File: src/rtl/core_run_ctrl.sv
// Program store and run sequencer for the 4-bit accumulator core.
// Loads an image over a byte stream, then gates core reset and clock enable.
module core_run_ctrl #(
    parameter int PC_LEN    = 7,
    parameter int INSTR_LEN = 8,
    parameter int CNT_LEN   = 16
) (
    input  logic                 CLK,
    input  logic                 RST,
    input  logic                 LOAD_VALID,
    output logic                 LOAD_READY,
    input  logic [INSTR_LEN-1:0] LOAD_DATA,
    input  logic                 LOAD_LAST,
    input  logic                 CMD_VALID,
    input  logic [1:0]           CMD,
    input  logic                 BREAK_EN,
    input  logic [PC_LEN-1:0]    BREAK_ADDR,
    input  logic [PC_LEN-1:0]    PC,
    output logic [INSTR_LEN-1:0] INSTR,
    output logic                 CORE_RSTN,
    output logic                 CORE_CE,
    output logic [2:0]           STATE,
    output logic                 HALTED,
    output logic [CNT_LEN-1:0]   INSTR_CNT
);

    typedef enum logic [2:0] {
        S_IDLE  = 3'd0,
        S_LOAD  = 3'd1,
        S_READY = 3'd2,
        S_RUN   = 3'd3,
        S_STEP  = 3'd4,
        S_HALT  = 3'd5
    } state_e;

    localparam int DEPTH = 2 ** PC_LEN;
    localparam logic [1:0] C_RUN    = 2'b00;
    localparam logic [1:0] C_STOP   = 2'b01;
    localparam logic [1:0] C_STEP   = 2'b10;
    localparam logic [1:0] C_RELOAD = 2'b11;

    logic [INSTR_LEN-1:0] mem_q [DEPTH];
    state_e               state_q;
    logic [PC_LEN-1:0]    addr_q;
    logic [PC_LEN:0]      len_q;
    logic                 skip_q;
    logic [CNT_LEN-1:0]   cnt_q;
    logic [CNT_LEN-1:0]   cnt_d;

    logic bp_hit;
    logic beat;
    logic ce;
    logic cmd_run;
    logic cmd_stop;
    logic cmd_step;
    logic cmd_reload;

    assign bp_hit     = BREAK_EN && (PC == BREAK_ADDR);
    assign beat       = LOAD_VALID && (state_q == S_LOAD);
    assign cmd_run    = CMD_VALID && (CMD == C_RUN);
    assign cmd_stop   = CMD_VALID && (CMD == C_STOP);
    assign cmd_step   = CMD_VALID && (CMD == C_STEP);
    assign cmd_reload = CMD_VALID && (CMD == C_RELOAD);

    // Core clock enable; a breakpoint blocks execution unless we are leaving it
    always_comb begin
        ce = 1'b0;
        unique case (state_q)
            S_STEP:  ce = 1'b1;
            S_RUN:   ce = !(bp_hit && !skip_q);
            default: ce = 1'b0;
        endcase
    end

    // Retired-instruction count, saturating at all-ones
    always_comb begin
        cnt_d = cnt_q;
        if (ce && !(&cnt_q)) begin
            cnt_d = cnt_q + CNT_LEN'(1);
        end
    end

    // Instruction store write port; contents survive reset
    always_ff @(posedge CLK) begin
        if (!RST && beat) begin
            mem_q[addr_q] <= LOAD_DATA;
        end
    end

    // Run-control state machine
    always_ff @(posedge CLK) begin
        if (RST) begin
            state_q <= S_IDLE;
            addr_q  <= '0;
            len_q   <= '0;
            skip_q  <= 1'b0;
            cnt_q   <= '0;
        end else begin
            cnt_q <= cnt_d;
            unique case (state_q)
                S_IDLE: begin
                    if (cmd_reload) begin
                        state_q <= S_LOAD;
                        addr_q  <= '0;
                        len_q   <= '0;
                        cnt_q   <= '0;
                    end
                end
                S_LOAD: begin
                    if (beat) begin
                        addr_q <= addr_q + PC_LEN'(1);
                        if (LOAD_LAST || (&addr_q)) begin
                            state_q <= S_READY;
                            len_q   <= {1'b0, addr_q} + (PC_LEN + 1)'(1);
                        end
                    end
                end
                S_READY: begin
                    if (cmd_run) begin
                        state_q <= S_RUN;
                        skip_q  <= 1'b0;
                    end else if (cmd_step) begin
                        state_q <= S_STEP;
                    end else if (cmd_reload) begin
                        state_q <= S_LOAD;
                        addr_q  <= '0;
                        len_q   <= '0;
                        cnt_q   <= '0;
                    end
                end
                S_RUN: begin
                    skip_q <= 1'b0;
                    if (cmd_stop || (bp_hit && !skip_q)) begin
                        state_q <= S_HALT;
                    end
                end
                S_STEP: begin
                    state_q <= S_HALT;
                end
                S_HALT: begin
                    if (cmd_run) begin
                        state_q <= S_RUN;
                        skip_q  <= 1'b1;
                    end else if (cmd_step) begin
                        state_q <= S_STEP;
                    end else if (cmd_reload) begin
                        state_q <= S_LOAD;
                        addr_q  <= '0;
                        len_q   <= '0;
                        cnt_q   <= '0;
                    end
                end
                default: state_q <= S_IDLE;
            endcase
        end
    end

    assign INSTR      = ({1'b0, PC} < len_q) ? mem_q[PC] : '0;
    assign CORE_CE    = ce;
    assign CORE_RSTN  = (state_q == S_RUN) || (state_q == S_STEP) ||
                        (state_q == S_HALT);
    assign LOAD_READY = (state_q == S_LOAD);
    assign HALTED     = (state_q == S_HALT);
    assign STATE      = state_q;
    assign INSTR_CNT  = cnt_q;

endmodule

File: config.mk
export PLATFORM = sky130hd
export DESIGN_NAME = core_run_ctrl
export DESIGN_NICKNAME = d
export VERILOG_FILES = /design/src/rtl/core_run_ctrl.sv
export SDC_FILE = /design/constraint.sdc
export NUM_CORES = 1
export LEC_CHECK = 0
export ABC_AREA = 0
export BUFFER_PORTS_ARGS = -buffer_cell sky130_fd_sc_hd__buf_4
export CORE_UTILIZATION = 52
export CTS_CLUSTER_SIZE = 25
export DETAILED_ROUTE_END_ITERATION = 8
export PLACE_DENSITY = 0.77
export SYNTH_ARGS = -nofsm -noshare
export SYNTH_HDL_FRONTEND = slang
export SYNTH_SLANG_ARGS = --single-unit
File: constraint.sdc
create_clock -name CLK -period 5.53 [get_ports CLK]
set_input_delay 1.659 -clock CLK [delete_from_list [all_inputs] [get_ports CLK]]
set_output_delay 1.659 -clock CLK [all_outputs]
set_load 0.1 [all_outputs]
==> flow_metrics.py, run 1 <==
metrics = {
    "run_status": {
        "outcome": "finished, violations left",
        "violations": "negative setup slack",
    },
    "layout": {
        "utilization": 0.627,
        "drive_gt1_frac": 0.328,
        "final_common_cell": "edfxtp_1",
        "filler_cell_count": 5031,
        "nets": 2501,
        "mostFrequentLayoutCells": "edfxtp_1, buf_4, mux4_2, nor2_1, clkbuf_16",
        "final_cells": 3595,
        "area_growth_pct": 18.6,
    },
    "clocking": {
        "cts-root-buf": "clkbuf_16",
        "htreeDepth": 3,
        "cts_tree": "yes",
        "holdBufCountCts": 0,
        "cts_made_buffers": 96,
        "ctsLongestPathBuffers": 3,
        "clock_latency_ns": 0.66,
        "clk_pin_slew_worst_paths_ns": 0.06,
        "cts.sinks": 1059,
    },
    "die": {
        "die_area_um2": 82000,
        "start_util": 0.529,
        "io_pins": 61,
        "rows": 103,
        "core_um2": 79500,
        "die_x_um": 286,
        "dieHeight_um": 286,
    },
    "placement": {
        "dp_cells": 3375,
        "dpl.hpwl_mm": 63.7,
        "pre_cts_slack_ns": -0.523,
        "io_buffers": 60,
        "gp_congestion": 0.881,
    },
    "grt": {
        "grt_pass1_vias": 23100,
        "overflow": 0,
        "grt_pass1_wl_mm": 151,
        "grt_max_degree": 94,
        "grt_antenna_before_repair": 2,
        "grt_usage": 0.253,
    },
    "routing": {
        "drc_errors": 0,
        "wirelength_mm": 105,
        "via_per_inst": 6.43,
        "ant_nets": 0,
        "routedWlPerCell_um": 29.1,
        "num_vias": 23100,
        "dr.pass1.iters": 6,
        "first_iter_violations": 2950,
    },
    "worst_setup_path": {
        "slowest_delay_ns": 0.36,
        "cpMostUsedCell": "buf_16",
        "path_cells": "buf_16 -> buf_16 -> buf_6 -> buf_16 -> buf_12 -> buf_6 -> mux2i_2 -> a221oi_2 -> a21oi_1 -> o21ai_1 -> a21oi_2 -> a211oi_4 -> buf_12",
        "crit_type": "input pin to output port",
        "start_kind": "input pin",
        "endpoint_kind": "output port",
        "cp_slowest_cell": "a211oi_4",
        "path_buf_inv": 7,
        "cp.arrival_ns": 4.08,
        "cp_top_family": "compound AO/OA/AOI/OAI gates",
        "cp_data_required_time_ns": 3.87,
        "cp_max_fo": 7,
    },
    "synth": {
        "synth_edf_count": 1024,
        "yosys.area.top_type": "edfxtp_1",
        "ys_async_sr_fraction": 0,
        "syn_area_um2": 42000,
        "yosysUniqueCellTypes": 67,
        "ys_seq_elements": 1059,
        "synth_area_per_cell_um2": 19.6,
        "synthCells": 2143,
        "synth.area.top_cells": "edfxtp_1, mux4_2, mux2i_1",
        "yosysWarnings": 0,
        "synth_ff_type": "edfxtp_1",
        "ys_seq_area_frac": 0.748,
        "synth.top_cell.area_share": 0.731,
        "syn_nets": 2181,
    },
    "sta": {
        "slew_violations": 0,
        "fin_ws_ns": -0.205,
        "max_freq_mhz": 174,
        "hold_violations": 0,
        "min_period_ns": 5.73,
        "fin_skew_ns": 0.0241,
        "tightest_slew_ns": 1.29,
        "holdWs_ns": 0.457,
        "relSlewSlack": 0.139,
        "fin_crit_sh": 1.04,
        "setup_viol": 8,
        "rsz0062_at_grt": "true",
    },
    "min_path": {
        "hp-class": "flop to flop",
    },
    "pwr": {
        "p_leak_nw": 16.2,
        "total_power_w": 0.0174,
        "p_per_area_nw_per_um2": 348,
        "ir_drop_mv": 0.231,
    },
    "flow_run": {
        "drv_cap": 0,
    },
}
[per-layer routing]
layer	up-vias	track usage	wire length [um]
li1	9490	-	-
met1	11800	0.336	37400
met2	1545	0.416	51700
met3	225	0.0471	11400
met4	2	0.100	4190
met5	-	0	9
[repair_timing]
action / CTS / global route
cloned: 4 / 5
endpoints found under the setup margin: 8 / 8
pin swaps: 11 / 24
setup buffers: 12 / 20
resized for setup: 77 / 55
[synth_stat cells, types with 31 or more instances]
cell type	n
a21oi_1	52
buf_2	35
clkbuf_1	50
dfxtp_1	35
edfxtp_1	1024
mux2_2	43
mux2i_1	82
mux4_2	221
nand2_1	34
nand3_1	38
nor2_1	166
o21ai_0	31
[metrics by stage]
| step | cell area, um2 | TNS (ns) |
|---|---|---|
| CTS | 49300 | -1.32 |
| global route | 49900 | -1.74 |
| finish | 49900 | -1.44 |
| floorplan | 42200 | -0.258 |
| global placement | 45300 | -2.81 |
| detailed placement | 45300 | -3.11 |
[state kept, by name, indices dropped and copies added, names as in the netlist]
register and count:
INSTR_CNT 16, STATE 3, addr_q 7, len_q 8, mem_q 1024, skip_q 1
[power breakdown]
| group | switching (W) | internal [W] |
|---|---|---|
| combinational | 0.000851 | 0.000529 |
| sequential | 0.0000395 | 0.00881 |
| clock | 0.00286 | 0.00428 |
| total | 0.00375 | 0.0136 |
[worst register-to-register path: cells and delay by family, from the launching register on]
kind,cells,cell delay (ns)
buf+inv,2,0.70
flops,1,0.60
simple gates,6,2.22
[worst paths after layout]
kind | startpoint | to | slack, ns | depth (start not counted)
worst max-delay path | PC[0] | INSTR[5] | -0.20 | 13
worst min-delay path | len_q[2]$_SDFFE_PP0P_ | len_q[2]$_SDFFE_PP0P_ | 0.46 | 2
worst max register to register | STATE[0]$_SDFFE_PP0P_ | mem_q[12][6]$_DFFE_PP_ | 1.71 | 8
worst min register to register | len_q[2]$_SDFFE_PP0P_ | len_q[2]$_SDFFE_PP0P_ | 0.46 | 2
[cells by family after synthesis]
kind of cell,share of synthesized area
mux,0.150
flops,0.748
compound gates,0.0411
simple gates,0.0359
xor+xnor,0.00292
fa+ha+maj,0.00238
buf+inv,0.0194
[cell type report]
type | count | area, um2 | area share
well taps | 1050 | 1310 | 0.0264
clock inverters | 65 | 863 | 0.0173
flip-flops and latches | 1059 | 31500 | 0.631
inverters | 14 | 52.6 | 0.00105
multi-input cells | 943 | 10200 | 0.205
clock buffers | 114 | 2550 | 0.0512
diodes | 1 | 2.50 | 0.0000502
repair buffers | 349 | 3370 | 0.0677
(Power assumes the default switching activity.)
==> run 2, diff against run 1 <==
==> constraint.sdc (replaced) <==
create_clock -name CLK -period 5.8 [get_ports CLK]
set_input_delay 1.74 -clock CLK [delete_from_list [all_inputs] [get_ports CLK]]
set_output_delay 1.74 -clock CLK [all_outputs]
set_load 0.1 [all_outputs]
==> flow_metrics.py, run 2 (synthesis gave the netlist of run 1 again) <==
metrics = {
    "worst_setup_path": {
        "r2r-start": "STATE[0]$_SDFFE_PP0P_",
        "crit_type": "input pin to output port",
        "cp.arrival_ns": 4.10,
        "endpoint_kind": "output port",
        "cp_max_fo": 21,
        "start_kind": "input pin",
        "cp_data_required_time_ns": 4.06,
        "crit_start": "PC[1]",
    },
    "pwr": {
        "ir_drop_mv": 0.236,
        "total_power_w": 0.0164,
        "p_leak_nw": 16.0,
        "p_per_area_nw_per_um2": 332,
    },
    "grt": {
        "grt_usage": 0.253,
        "grt_pass1_wl_mm": 152,
        "grt_max_degree": 98,
        "grt_antenna_before_repair": 3,
        "overflow": 0,
        "grt_pass1_vias": 22900,
    },
    "sta": {
        "rsz0062_at_grt": "true",
        "slew_violations": 0,
        "min_period_ns": 5.84,
        "fin_skew_ns": 0.0426,
        "tightest_slew_ns": 1.31,
        "fin_ws_ns": -0.0365,
        "hold_violations": 0,
        "fin_crit_sh": 1.01,
        "max_freq_mhz": 171,
        "setup_viol": 2,
        "relSlewSlack": 0.122,
    },
    "clocking": {
        "holdBufCountCts": 0,
        "cts.sinks": 1059,
        "clock_latency_ns": 0.67,
        "ctsLongestPathBuffers": 3,
        "cts-root-buf": "clkbuf_16",
        "htreeDepth": 3,
        "cts_tree": "yes",
        "clk_pin_slew_worst_paths_ns": 0.06,
        "cts_made_buffers": 99,
    },
    "die": {
        "start_util": 0.529,
        "die_area_um2": 82000,
        "dieHeight_um": 286,
        "io_pins": 61,
        "core_um2": 79500,
        "rows": 103,
        "die_x_um": 286,
    },
    "routing": {
        "first_iter_violations": 3053,
        "wirelength_mm": 104,
        "via_per_inst": 6.47,
        "dr.pass1.iters": 7,
        "num_vias": 23000,
        "ant_nets": 0,
        "routedWlPerCell_um": 29.2,
        "drc_errors": 0,
    },
    "layout": {
        "utilization": 0.621,
        "area_growth_pct": 17.5,
        "mostFrequentLayoutCells": "edfxtp_1, buf_4, mux4_2, nor2_1, clkbuf_16",
        "drive_gt1_frac": 0.318,
        "top_register": "mem_q",
        "largest_reg_flops": 1024,
        "regArea_um2": 31500,
        "multiInputGateArea_um2": 10100,
        "final_common_cell": "edfxtp_1",
        "nets": 2464,
        "filler_cell_count": 5127,
    },
    "run_status": {
        "violations": "negative setup slack",
        "outcome": "finished, violations left",
    },
    "flow_run": {
        "drv_cap": 0,
    },
    "min_path": {
        "hp-class": "flop to flop",
        "hp-start": "len_q[2]$_SDFFE_PP0P_",
    },
    "placement": {
        "gp_congestion": 0.899,
        "io_buffers": 60,
        "dpl.hpwl_mm": 63.9,
    },
}
[run 2: cell count changes in the layout (fill, tap and decap cells not counted), moves of 4 or more]
cell	before	now
buf_8	7	2
buf_4	288	253
clkinv_1	19	12
buf_16	14	5
bufinv_16	21	14
buf_12	23	36
clkinvlp_4	7	11
a22oi_1	22	18
bufbuf_16	0	4
a22oi_2	6	10
nor4_4	4	0
buf_6	12	5
[run 2: layer usage]
metal,track usage,part of all wire
met5,0,0.00026
met4,0.0936,0.036
met3,0.0583,0.11
met2,0.404,0.49
met1,0.343,0.37
[run 2: power breakdown]
| group | internal (W) | total (W) | switching, W |
|---|---|---|---|
| Combinational | 0.000474 | 0.00126 | 0.000787 |
| Clock | 0.00388 | 0.00671 | 0.00283 |
| Sequential | 0.00840 | 0.00844 | 0.0000384 |
[run 2: path summary, 6_finish.rpt]
kind	end	slack, ns	cells after the start
worst max register to register	mem_q[124][2]$_DFFE_PP_	1.77	6
worst min register to register	len_q[2]$_SDFFE_PP0P_	0.46	2
worst min-delay path	len_q[2]$_SDFFE_PP0P_	0.46	2
worst max-delay path	INSTR[5]	-0.04	10
[run 2: what timing repair did]
action / CTS / global route
cloned: 4 / 4
setup endpoints to repair: 8 / 8
setup buffers: 8 / 8
pin swaps: 12 / 8
resized for setup: 64 / 35
[run 2: per-stage QoR]
stage / setup slack, ns / hold WS [ns] / std cells / area [um2] / setup TNS, ns
6_report: -0.0365 / 0.458 / 3557 / 49400 / -0.0387
5_1_grt: -0.111 / 0.479 / 3556 / 49400 / -0.118
4_1_cts: -0.0495 / 0.459 / 3544 / 49000 / -0.162
3_5_place_dp: -0.447 / 0.451 / 3351 / 45200 / -2.58
3_3_place_gp: -0.359 / 0.443 / 3351 / 45200 / -2.27
2_1_floorplan: -0.0134 / 0.432 / 2143 / 42200 / -0.0134
[run 2: area by class of cell]
class | instances | share of cell area
flip-flops and latches | 1059 | 0.637
multi-input cells | 943 | 0.205
repair buffers | 309 | 0.0622
clock buffers | 119 | 0.0534
well taps | 1050 | 0.0266
clock inverters | 62 | 0.0148
inverters | 14 | 0.00106
diodes | 1 | 0.0000507
[run 2: worst max-delay path, stage by stage]
cell and delay [ns]:
buf_12 0.19, buf_6 0.23, mux4_2 0.34, a22o_1 0.28
a221oi_1 0.32, o22ai_2 0.22, nor4_2 0.31, buf_4 0.20
a211oi_4 0.05, buf_12 0.18
